$ cat src/rtl/pipe_hazard_ctrl_if.sv
// ============================================================================
// Module      : pipe_hazard_ctrl_if
// Description : Handshake/control bundle between the pipeline datapath and
//               the hazard controller.
//               master : datapath side; drives ID/EX status and samples the
//                        stall/flush/hold/bubble controls.
//               slave  : controller side.
// Ports       : id_rs1/id_rs2/id_use_rs1/id_use_rs2  ID-stage source usage
//               ex_opcode/ex_rd/branch_taken          EX-stage status
//               pc_stall/if_id_stall/if_id_flush      front-end controls
//               id_ex_hold/id_ex_bubble               ID/EX register controls
//               ex_busy/mul_done/stall_count          status and perf counter
// Revision    : 1.0  initial release
// ============================================================================
`default_nettype none

interface pipe_hazard_ctrl_if;
  logic [1:0]  id_rs1;
  logic [1:0]  id_rs2;
  logic        id_use_rs1;
  logic        id_use_rs2;
  logic [3:0]  ex_opcode;
  logic [1:0]  ex_rd;
  logic        branch_taken;
  logic        pc_stall;
  logic        if_id_stall;
  logic        if_id_flush;
  logic        id_ex_hold;
  logic        id_ex_bubble;
  logic        ex_busy;
  logic        mul_done;
  logic [15:0] stall_count;

  modport master (
    output id_rs1, id_rs2, id_use_rs1, id_use_rs2, ex_opcode, ex_rd, branch_taken,
    input  pc_stall, if_id_stall, if_id_flush, id_ex_hold, id_ex_bubble,
           ex_busy, mul_done, stall_count
  );

  modport slave (
    input  id_rs1, id_rs2, id_use_rs1, id_use_rs2, ex_opcode, ex_rd, branch_taken,
    output pc_stall, if_id_stall, if_id_flush, id_ex_hold, id_ex_bubble,
           ex_busy, mul_done, stall_count
  );
endinterface

`default_nettype wire

$ cat src/rtl/pipe_hazard_ctrl.sv
// ============================================================================
// Module      : pipe_hazard_ctrl
// Description : ID/EX sequencing controller. Inserts a one-cycle bubble on a
//               load-use hazard, holds the pipeline while a multi-cycle
//               multiply occupies EX, flushes younger work on a taken branch
//               and keeps a saturating count of PC stall cycles.
// Ports       : clk      rising-edge clock
//               reset_n  asynchronous active-low reset
//               bus      pipe_hazard_ctrl_if.slave (see interface header)
// Revision    : 1.0  initial release
// ============================================================================
`default_nettype none

module pipe_hazard_ctrl #(
  parameter logic [3:0] NOP_OPCODE  = 4'b0000,
  parameter logic [3:0] LOAD_OPCODE = 4'b1000,
  parameter logic [3:0] MUL_OPCODE  = 4'b0110,
  parameter int         MUL_CYCLES  = 3
) (
  input  wire logic         clk,
  input  wire logic         reset_n,
  pipe_hazard_ctrl_if.slave bus
);

  typedef enum logic [0:0] {
    RUN      = 1'b0,
    MUL_BUSY = 1'b1
  } state_t;

  // Counter preload on entry to MUL_BUSY: the RUN cycle is the first EX
  // cycle and the cnt==0 cycle is the last, so MUL_CYCLES-2 remain between.
  localparam logic [3:0] C_MUL_INIT = (MUL_CYCLES > 1) ? 4'(MUL_CYCLES - 2) : 4'd0;
  localparam bit         C_MUL_MULTI = (MUL_CYCLES > 1);

  state_t      r_state;
  logic [3:0]  r_cnt;
  logic [15:0] r_stall_count;

  state_t      w_next_state;
  logic [3:0]  w_next_cnt;
  logic        w_ex_valid;
  logic        w_is_mul;
  logic        w_load_use;
  logic        w_pc_stall;
  logic        w_if_id_stall;
  logic        w_if_id_flush;
  logic        w_id_ex_hold;
  logic        w_id_ex_bubble;
  logic        w_ex_busy;
  logic        w_mul_done;

  assign w_ex_valid = (bus.ex_opcode != NOP_OPCODE);
  assign w_is_mul   = (bus.ex_opcode == MUL_OPCODE);
  assign w_load_use = w_ex_valid && (bus.ex_opcode == LOAD_OPCODE) &&
                      ((bus.id_use_rs1 && (bus.id_rs1 == bus.ex_rd)) ||
                       (bus.id_use_rs2 && (bus.id_rs2 == bus.ex_rd)));

  always_comb begin
    w_next_state   = r_state;
    w_next_cnt     = r_cnt;
    w_pc_stall     = 1'b0;
    w_if_id_stall  = 1'b0;
    w_if_id_flush  = 1'b0;
    w_id_ex_hold   = 1'b0;
    w_id_ex_bubble = 1'b0;
    w_ex_busy      = 1'b0;
    w_mul_done     = 1'b0;
    case (r_state)
      RUN: begin
        if (w_is_mul) begin
          if (C_MUL_MULTI) begin
            w_pc_stall    = 1'b1;
            w_if_id_stall = 1'b1;
            w_id_ex_hold  = 1'b1;
            w_next_state  = MUL_BUSY;
            w_next_cnt    = C_MUL_INIT;
          end else begin
            w_mul_done = 1'b1;
          end
        end else if (bus.branch_taken) begin
          w_if_id_flush  = 1'b1;
          w_id_ex_bubble = 1'b1;
        end else if (w_load_use) begin
          // The bubble replaces the load in EX, so this clears next cycle.
          w_pc_stall     = 1'b1;
          w_if_id_stall  = 1'b1;
          w_id_ex_bubble = 1'b1;
        end
      end
      MUL_BUSY: begin
        // Branch and load-use cannot resolve while the multiply owns EX.
        w_ex_busy = 1'b1;
        if (r_cnt != 4'd0) begin
          w_pc_stall    = 1'b1;
          w_if_id_stall = 1'b1;
          w_id_ex_hold  = 1'b1;
          w_next_cnt    = r_cnt - 4'd1;
        end else begin
          // Hold released: ID/EX takes the next instruction on this edge.
          w_mul_done   = 1'b1;
          w_next_state = RUN;
        end
      end
      default: w_next_state = RUN;
    endcase
  end

  always_ff @(posedge clk or negedge reset_n) begin
    if (!reset_n) begin
      r_state       <= RUN;
      r_cnt         <= 4'd0;
      r_stall_count <= 16'd0;
    end else begin
      r_state <= w_next_state;
      r_cnt   <= w_next_cnt;
      if (w_pc_stall && (r_stall_count != 16'hFFFF)) begin
        r_stall_count <= r_stall_count + 16'd1;
      end
    end
  end

  // Outputs are forced low for the whole time reset is asserted.
  assign bus.pc_stall     = reset_n & w_pc_stall;
  assign bus.if_id_stall  = reset_n & w_if_id_stall;
  assign bus.if_id_flush  = reset_n & w_if_id_flush;
  assign bus.id_ex_hold   = reset_n & w_id_ex_hold;
  assign bus.id_ex_bubble = reset_n & w_id_ex_bubble;
  assign bus.ex_busy      = reset_n & w_ex_busy;
  assign bus.mul_done     = reset_n & w_mul_done;
  assign bus.stall_count  = reset_n ? r_stall_count : 16'd0;

endmodule

`default_nettype wire

$ cat src/flat_wrapper.sv
// flat-port wrapper written by rule: the top's interface ports become plain ports
module pipe_hazard_ctrl_flat 
#(
  parameter logic [3:0] NOP_OPCODE  = 4'b0000,
  parameter logic [3:0] LOAD_OPCODE = 4'b1000,
  parameter logic [3:0] MUL_OPCODE  = 4'b0110,
  parameter int         MUL_CYCLES  = 3
)
  (clk, reset_n, bus_id_rs1, bus_id_rs2, bus_id_use_rs1, bus_id_use_rs2, bus_ex_opcode, bus_ex_rd, bus_branch_taken, bus_pc_stall, bus_if_id_stall, bus_if_id_flush, bus_id_ex_hold, bus_id_ex_bubble, bus_ex_busy, bus_mul_done, bus_stall_count);
  pipe_hazard_ctrl_if bus_i ();
  input  wire logic clk;
  input  wire logic reset_n;
  input wire logic [$bits(bus_i.id_rs1)-1:0] bus_id_rs1;
  input wire logic [$bits(bus_i.id_rs2)-1:0] bus_id_rs2;
  input wire logic [$bits(bus_i.id_use_rs1)-1:0] bus_id_use_rs1;
  input wire logic [$bits(bus_i.id_use_rs2)-1:0] bus_id_use_rs2;
  input wire logic [$bits(bus_i.ex_opcode)-1:0] bus_ex_opcode;
  input wire logic [$bits(bus_i.ex_rd)-1:0] bus_ex_rd;
  input wire logic [$bits(bus_i.branch_taken)-1:0] bus_branch_taken;
  output wire logic [$bits(bus_i.pc_stall)-1:0] bus_pc_stall;
  output wire logic [$bits(bus_i.if_id_stall)-1:0] bus_if_id_stall;
  output wire logic [$bits(bus_i.if_id_flush)-1:0] bus_if_id_flush;
  output wire logic [$bits(bus_i.id_ex_hold)-1:0] bus_id_ex_hold;
  output wire logic [$bits(bus_i.id_ex_bubble)-1:0] bus_id_ex_bubble;
  output wire logic [$bits(bus_i.ex_busy)-1:0] bus_ex_busy;
  output wire logic [$bits(bus_i.mul_done)-1:0] bus_mul_done;
  output wire logic [$bits(bus_i.stall_count)-1:0] bus_stall_count;
  assign bus_i.id_rs1 = bus_id_rs1;
  assign bus_i.id_rs2 = bus_id_rs2;
  assign bus_i.id_use_rs1 = bus_id_use_rs1;
  assign bus_i.id_use_rs2 = bus_id_use_rs2;
  assign bus_i.ex_opcode = bus_ex_opcode;
  assign bus_i.ex_rd = bus_ex_rd;
  assign bus_i.branch_taken = bus_branch_taken;
  assign bus_pc_stall = bus_i.pc_stall;
  assign bus_if_id_stall = bus_i.if_id_stall;
  assign bus_if_id_flush = bus_i.if_id_flush;
  assign bus_id_ex_hold = bus_i.id_ex_hold;
  assign bus_id_ex_bubble = bus_i.id_ex_bubble;
  assign bus_ex_busy = bus_i.ex_busy;
  assign bus_mul_done = bus_i.mul_done;
  assign bus_stall_count = bus_i.stall_count;
  pipe_hazard_ctrl #(.NOP_OPCODE(NOP_OPCODE), .LOAD_OPCODE(LOAD_OPCODE), .MUL_OPCODE(MUL_OPCODE), .MUL_CYCLES(MUL_CYCLES)) u_core (.clk(clk), .reset_n(reset_n), .bus(bus_i));
endmodule
$ cat config.mk
export PLATFORM = sky130hd
export DESIGN_NAME = pipe_hazard_ctrl_flat
export DESIGN_NICKNAME = d
export VERILOG_FILES = /design/src/rtl/pipe_hazard_ctrl_if.sv /design/src/rtl/pipe_hazard_ctrl.sv /design/src/flat_wrapper.sv
export SDC_FILE = /design/constraint.sdc
export NUM_CORES = 1
export LEC_CHECK = 0
export ABC_AREA = 1
export BUFFER_PORTS_ARGS = -buffer_cell sky130_fd_sc_hd__buf_2
export CAP_MARGIN = 20
export CORE_ASPECT_RATIO = 1.4
export CORE_MARGIN = 5
export CORE_UTILIZATION = 50
export CTS_BUF_LIST = sky130_fd_sc_hd__clkbuf_8
export CTS_CLUSTER_DIAMETER = 200
export DETAILED_ROUTE_END_ITERATION = 10
export PLACE_DENSITY = 0.76
export SYNTH_ARGS = -nofsm -noshare
export SYNTH_HDL_FRONTEND = slang
export SYNTH_SLANG_ARGS = --single-unit
export TNS_END_PERCENT = 1
$ cat constraint.sdc
create_clock -name clk -period 1.8 [get_ports clk]
set_clock_uncertainty 0.05 [all_clocks]
set_input_delay 0.18 -clock clk [delete_from_list [all_inputs] [get_ports clk]]
set_output_delay 0.18 -clock clk [all_outputs]
set_load 0.05 [all_outputs]
# ---- After elaboration in Yosys (flattened, before gate mapping)
# Cells that the tools add are included.
dict set report totals {
  rom_bits 0
  memories 0
  out_inout_bits 23
  in_bits 15
  ram_bits 0
  word_cells 48
  regBits 21
  latchBits 0
}
dict set report classes {
  shifts 0
  muxes 20
  n_addsub 2
  n_eq_ne 7
  magnitude_cmp 0
  bitwise 7
  div 0
  n_reduce_logical 9
  n_mul 0
}
# operator n
set op_table {}
lappend op_table {{$add A16 B1 Y16 const B} 1}
lappend op_table {{$mux W16} 1}
lappend op_table {{$ne A16 B16 Y1 const B} 1}
lappend op_table {{$mux W1} 13}
lappend op_table {{$mux W4} 2}
lappend op_table {{$pmux W4 S2} 1}
lappend op_table {{$reduce_bool A4 Y1} 2}
lappend op_table {{$and A1 B1 Y1} 6}
lappend op_table {{$pmux W1 S2} 3}
lappend op_table {{$logic_and A1 B1 Y1} 5}
lappend op_table {{$eq A2 B2 Y1} 2}
lappend op_table {{$eq A4 B3 Y1 const B} 1}
lappend op_table {{$eq A4 B4 Y1 const B} 1}
lappend op_table {{$sub A4 B1 Y4 const B} 1}
lappend op_table {{$ne A2 B1 Y1 const B} 1}
lappend op_table {{$ne A2 B2 Y1 const B} 1}
lappend op_table {{$reduce_and A2 Y1} 1}
lappend op_table {{$logic_or A1 B1 Y1} 1}
lappend op_table {{$not A1 Y1} 1}

# ---- Depth between registers and ports, before layout
# Gate-level depths: netlist of run 1.
dict set report depth {
  ltp_word 9
  ltp_mapped 11
  depth_no_buf 11
}

# ---- Worst setup path after synthesis of run 1
# Ideal clock, no wire load.
dict set report synth_timing {
  path_kind {register to output}
  from {register u_core.r_cnt[0]}
  to {output port bus_pc_stall}
  arrival_ps 2189
  n_path_buf 1
  path_stages_with_launch 9
  required_time_ps 1570
  slack_ps -619
  path_cell_list {dfrtp_1 -> inv_1 -> ha_1 -> nand3_1 -> nand2_1 -> o21ai_4 -> inv_1 -> a21oi_1 -> buf_4}
}
dict set report synth_via {
  elab_chain_len 4
}
# item line_no
set synth_lines {}
lappend synth_lines {{start, declared} pipe_hazard_ctrl.sv:36} ;# logic [3:0] r_cnt;
lappend synth_lines {{start signal, assigned} pipe_hazard_ctrl.sv:115} ;# r_cnt <= w_next_cnt;
lappend synth_lines {{$reduce_bool A4 Y1} pipe_hazard_ctrl.sv:93} ;# if (r_cnt != 4'd0) begin
lappend synth_lines {{$mux W1} n/a}
lappend synth_lines {{$pmux W1 S2} n/a}
lappend synth_lines {{$and A1 B1 Y1} n/a}
lappend synth_lines {{end, declared} flat_wrapper.sv:20} ;# output wire logic [$bits(bus_i.pc_stall)-1:0] bus_pc_stall;
# No other way between the ends.

# ---- Final worst setup path of run 1
dict set report layout_timing {
  from {register u_core.r_cnt[1]}
  to {output port bus_if_id_stall}
}
dict set report layout_via {
  elab_chain_len 4
}
# item line_no
set layout_lines {}
lappend layout_lines {{$reduce_bool A4 Y1} pipe_hazard_ctrl.sv:93}
lappend layout_lines {{$mux W1} pipe_hazard_ctrl.sv:93}
lappend layout_lines {{$pmux W1 S2} pipe_hazard_ctrl.sv:68} ;# case (r_state)
lappend layout_lines {{$and A1 B1 Y1} pipe_hazard_ctrl.sv:124} ;# assign bus.if_id_stall = reset_n & w_if_id_stall;
lappend layout_lines {{end, declared} flat_wrapper.sv:21} ;# output wire logic [$bits(bus_i.if_id_stall)-1:0] bus_if_id_stall;
# No other way between the ends.

==> results of run 1 <==
power groups by stage:
stage / sequential [mW] / clock, mW / combinational, mW
4_1_cts: 0.675 / 0.319 / 1.02
5_1_grt: 0.709 / 0.338 / 1.21
3_5_place_dp: 0.683 / 0 / 0.975
6_report: 0.693 / 0.305 / 1.09
3_3_place_gp: 0.681 / 0 / 0.961
2_1_floorplan: 0.670 / 0 / 0.777
per-layer routing:
layer  track usage  vias to the layer above
met5             0                        -
met2         0.330                       49
met4        0.0633                        0
met3        0.0292                        4
met1         0.219                      666
li1              -                      774
flip-flops by register name, indices dropped and copies added (netlist names):
register and count:
u_core.r_cnt 4, u_core.r_state 1, u_core.r_stall_count 16
logic make-up (layout without fill, tap and decap cells):
family / Yosys count / in the layout / share of synthesized area
AO/OA/AOI/OAI: 9 / 9 / 0.0399
buffers and inverters: 42 / 88 / 0.116
adder cells (fa/ha/maj): 2 / 2 / 0.0166
AND/OR/NAND/NOR: 136 / 136 / 0.397
flip-flops: 21 / 21 / 0.349
XOR/XNOR: 14 / 14 / 0.0815
worst min-delay path, cell delays in order:
cell,delay [ps]
buf_2,80
nor2_1,40
nand3_1,120
o21ai_4,70
buf_4,150
cell type report:
cell class | count | area (sq um)
repair buffers | 48 | 305
well taps | 37 | 46.3
multi-input cells | 161 | 870
inverters | 36 | 135
fillers | 271 | 950
clock inverters | 1 | 5.00
flip-flops and latches | 21 | 526
clock buffers | 3 | 41.3
synth_stat cells (2+ instances only):
cell,count
nand2_1,79
inv_1,36
nand3_1,27
dfrtp_1,21
nor2_1,19
xnor2_1,7
xor2_1,7
a21oi_1,3
nand2_4,3
o22ai_1,3
buf_4,2
ha_1,2
nor2_4,2
nor3_1,2
o21ai_0,2
timing repair:
item,in CTS,in global routing
buffers inserted,0,1
gates resized for setup,8,8
hold endpoints to repair,21,0
pin swaps,1,1
setup endpoints to repair,3,18
hold buffers,4,0
metrics by stage:
step	hold slack [ps]	setup TNS [ps]	utilization	power [mW]
5_1_grt	385	-10.3	0.670	2.26
4_1_cts	363	0	0.653	2.02
3_5_place_dp	16.1	0	0.615	1.66
6_report	370	0	0.670	2.09
3_3_place_gp	14.5	0	0.615	1.64
2_1_floorplan	-166	-115	-	1.45
how the worst max path moves through the flow:
stage | from | endpoint | slack [ps] | cells after the start
after floorplan | u_core.r_cnt[0] | bus_pc_stall | -120 | 8
after global placement | u_core.r_cnt[0] | u_core.r_stall_count[9] | 120 | 10
after detailed placement | u_core.r_cnt[0] | u_core.r_stall_count[10] | 60 | 10
after CTS | u_core.r_cnt[0] | bus_if_id_stall | 20 | 8
after global routing | u_core.r_stall_count[1] | u_core.r_stall_count[14] | -10 | 10
final | u_core.r_cnt[1] | bus_if_id_stall | 100 | 8
==> flow_metrics.tcl, run 1 <==
set metrics [dict create \
    detail_route.wl_per_cell_microns 11.6 \
    vias 1493 \
    start_kind "register" \
    insertion_delay_ps 250 \
    diodes 0 \
    worst_pin_slew_ps 588 \
    slew-limit-headroom 0.607 \
    p_clk_frac 0.146 \
    setup_viol 0 \
    final_cell_area_sq_um 1930 \
    drc 0 \
    antenna_found_initial 0 \
    synth_cells 224 \
    ys_seq_area_frac 0.349 \
    io_buffer_count 37 \
    crit_family "flip-flops" \
    highest_layer "met4" \
    slowest_delay_ps 340 \
    drive_gt1_frac 0.241 \
    path_buf_inv 3 \
    clk_path_buf_depth 2 \
    wl_microns 3550 \
    cp.required_ps 1570 \
    criticalPathCategory "register to output pin" \
    syn_to_final_growth_pct 28.1 \
    async_flop_share 1.00 \
    numCtsBuffers 3 \
    viasPerCell 4.86 \
    swShare 0.462 \
    grt_pass1_vias 1399 \
    max_freq_mhz 588 \
    r2r-start "u_core.r_stall_count[1]" \
    yosysTopAreaCell "dfrtp_1" \
    netlist.area_leader.share 0.349 \
    synth_ff_type "dfrtp_1" \
    pwr-share-seq 0.331 \
    ys_ff_latch 21 \
    p_int_mw 1.12 \
    crit_chain "inv_2 -> ha_4 -> nand3_2 -> nand2_2 -> o21ai_4 -> inv_2 -> a21oi_4 -> buf_6" \
    switchingPower_mw 0.967 \
    most-common-layout-cells "78 x nand2_1, 34 x buf_2, 33 x inv_1" \
    synth.area.top_cells "dfrtp_1 35%, nand2_1 20%, inv_1 9.0%" \
    fin_cells 307 \
    ant_nets 0 \
    synth_edf_count 0 \
    grt_max_degree 20 \
    hold_path.class "input port to register" \
    root_buffer "clkbuf_8" \
    ys_warn_count 0 \
    setup_ws_ps 100 \
    final_common_cell "nand2_1" \
    drv_slew 0 \
    syn-num-nets 241 \
    track_usage 0.182 \
    io_pins 38 \
    status "finished, final reports clean" \
    p_per_area_nw_per_um2 1080 \
    dp_cells 298 \
    whs_endpoint "u_core.r_state" \
    drt-initial-drc-count 61 \
    die_y_microns 74.9 \
    placementRows 23 \
    grt_overflow 0 \
    fin_crit_ps 1700 \
    wl_met3_microns 203 \
    max_cap_viol_count 0 \
    synth_cell_type_count 24 \
    ir_drop_uv 672 \
    wl_met1_microns 1520 \
    cts.htree.levels 1 \
    worstReg2RegEnd "u_core.r_stall_count[14]" \
    p_leak_nw 1.13 \
    period_share 0.944 \
    worstSetupEndpointType "output pin" \
    start_util 0.523 \
    drt-pass1-iter-count 4 \
    core_area_sq_um 2880 \
    slowest_stage "dfrtp_1" \
    cts_sinks 21 \
    dp_slack_ps 56.8 \
    place_area_sq_um 1770 \
    crit_arrival_ps 1470 \
    hold_violations 0 \
    crit_fanout 3 \
    reg2reg_depth 10 \
    grt_pass1_wl_microns 6160 \
    die_w_microns 56.4 \
    nets 288 \
    cp_common_cell "inv_2" \
    die_area_sq_um 4220 \
    hpwl_microns 2560 \
    gp_congestion 0.796 \
    synth_area_sq_um 1510 \
    min-delay-start "bus_ex_opcode[0]" \
    hold_depth 5 \
    dr_wl_met2_microns 1790 \
    cts.clk_slew.worst_paths_ps 80 \
    power_frac_comb 0.523 \
    tritoncts "built" \
    syn_area_per_cell_sq_um 6.72 \
    r2r_setup_slack_ps 110 \
]
Note: power is estimated with default switching activity, not from simulation.
==> run 2, diff against run 1 <==
--- a/config.mk
+++ b/config.mk
@@ -15,6 +15,7 @@
 export CTS_CLUSTER_DIAMETER = 200
 export DETAILED_ROUTE_END_ITERATION = 10
 export PLACE_DENSITY = 0.76
+export RECOVER_POWER = 25
 export SYNTH_ARGS = -nofsm -noshare
 export SYNTH_HDL_FRONTEND = slang
 export SYNTH_SLANG_ARGS = --single-unit
==> flow_metrics.tcl, run 2 (synthesized netlist as in run 1, its figures left out) <==
set metrics [dict create \
    grt_overflow 0 \
    setup_ws_ps 102 \
    status "finished, final reports clean" \
    wl_microns 3560 \
    cts.htree.levels 1 \
    track_usage 0.182 \
    setup_tns_ps 0 \
    crit_fanout 3 \
    worstSetupEndpointType "output pin" \
    vias 1490 \
    hold_path.class "input port to register" \
    final_common_cell "nand2_1" \
    ff_latch_area_sq_um 526 \
    numCtsBuffers 3 \
    root_buffer "clkbuf_8" \
    drv_slew 0 \
    p_leak_nw 1.12 \
    p_per_area_nw_per_um2 1090 \
    die_w_microns 56.4 \
    fin_crit_ps 1700 \
    tritoncts "built" \
    ant_nets 0 \
    placementRows 23 \
    criticalPathCategory "register to output pin" \
    reg2reg_depth 10 \
    grt_pass1_vias 1399 \
    clk_path_buf_depth 2 \
    detail_route.wl_per_cell_microns 11.6 \
    diodes 0 \
    most-common-layout-cells "78 x nand2_1, 33 x inv_1, 33 x buf_2" \
    io_buffer_count 37 \
    max_freq_mhz 589 \
    largest_register "u_core.r_stall_count" \
    io_pins 38 \
    nets 288 \
    drive_gt1_frac 0.230 \
    cts_sinks 21 \
    viasPerCell 4.85 \
    hpwl_microns 2560 \
    hold_violations 0 \
    die_area_sq_um 4220 \
    setup_viol 0 \
    largest_reg_flops 16 \
    drc 0 \
    crit_arrival_ps 1470 \
    die_y_microns 74.9 \
    gp_congestion 0.796 \
    drt-initial-drc-count 62 \
    core_area_sq_um 2880 \
    ir_drop_uv 672 \
    period_share 0.943 \
    worst_pin_slew_ps 585 \
    cts.clk_slew.worst_paths_ps 80 \
    slew-limit-headroom 0.609 \
    multi_input_area_sq_um 870 \
    drt-pass1-iter-count 4 \
    grt_pass1_wl_microns 6160 \
    fill_cells 274 \
    cp.required_ps 1570 \
    start_util 0.523 \
    dp_slack_ps 56.8 \
    start_kind "register" \
    syn_to_final_growth_pct 27.5 \
    hold_depth 5 \
    max_cap_viol_count 0 \
    antenna_found_initial 0 \
    top_regs "u_core.r_stall_count (16), u_core.r_cnt (4), u_core.r_state (1)" \
    grt_max_degree 20 \
    insertion_delay_ps 250 \
]
run 2: power breakdown:
part | switching (mW) | internal (mW) | leakage (nW)
logic | 0.697 | 0.394 | 0.813
clock network | 0.151 | 0.154 | 0.0255
registers | 0.119 | 0.574 | 0.281
total | 0.967 | 1.12 | 1.12
run 2: what timing repair did:
item,CTS,global route
pin swaps,1,1
endpoints found under the hold margin,21,0
setup buffers,0,1
gates resized for setup,8,8
setup endpoints to repair,3,18
hold buffers,4,0
run 2: area by class of cell:
cell class / instances / area share
Inverter: 36 / 0.0704
Sequential cell: 21 / 0.274
Clock inverter: 1 / 0.00261
Timing Repair Buffer: 48 / 0.154
Clock buffer: 3 / 0.0215
Multi-Input combinational cell: 161 / 0.453
Tap cell: 37 / 0.0241
run 2: stage by stage:
step	hold slack, ps	area [sq um]	util	std cells	power [mW]
floorplan	-166	1520	-	224	1.45
global placement	14.5	1770	0.615	298	1.64
detailed placement	16.1	1770	0.615	298	1.66
CTS	363	1880	0.653	306	2.02
global route	385	1920	0.667	307	2.26
finish	370	1920	0.667	307	2.09
run 2: path summary, 6_finish.rpt:
path	endpoint	from	slack, ps
hold / removal	u_core.r_state	bus_ex_opcode[0]	370
setup reg to reg	u_core.r_stall_count[14]	u_core.r_stall_count[1]	110
max in group asynchronous	u_core.r_cnt[0]	reset_n	440
min in group asynchronous	u_core.r_stall_count[4]	reset_n	600
hold reg to reg	u_core.r_stall_count[14]	u_core.r_stall_count[14]	500
setup / recovery	bus_if_id_stall	u_core.r_cnt[1]	100
run 2: critical path, stage by stage (launching register included):
cell	delay, ps
dfrtp_1	340
inv_2	60
ha_4	160
nand3_2	80
nand2_2	70
o21ai_4	70
inv_2	90
a21oi_4	160
buf_6	180
run 2: metal layers:
metal	part of all wire	GRT usage	wire, microns
met1	0.43	0.219	1540
met2	0.50	0.330	1780
met3	0.055	0.0292	195
met4	0.011	0.0633	38
met5	0	0	0
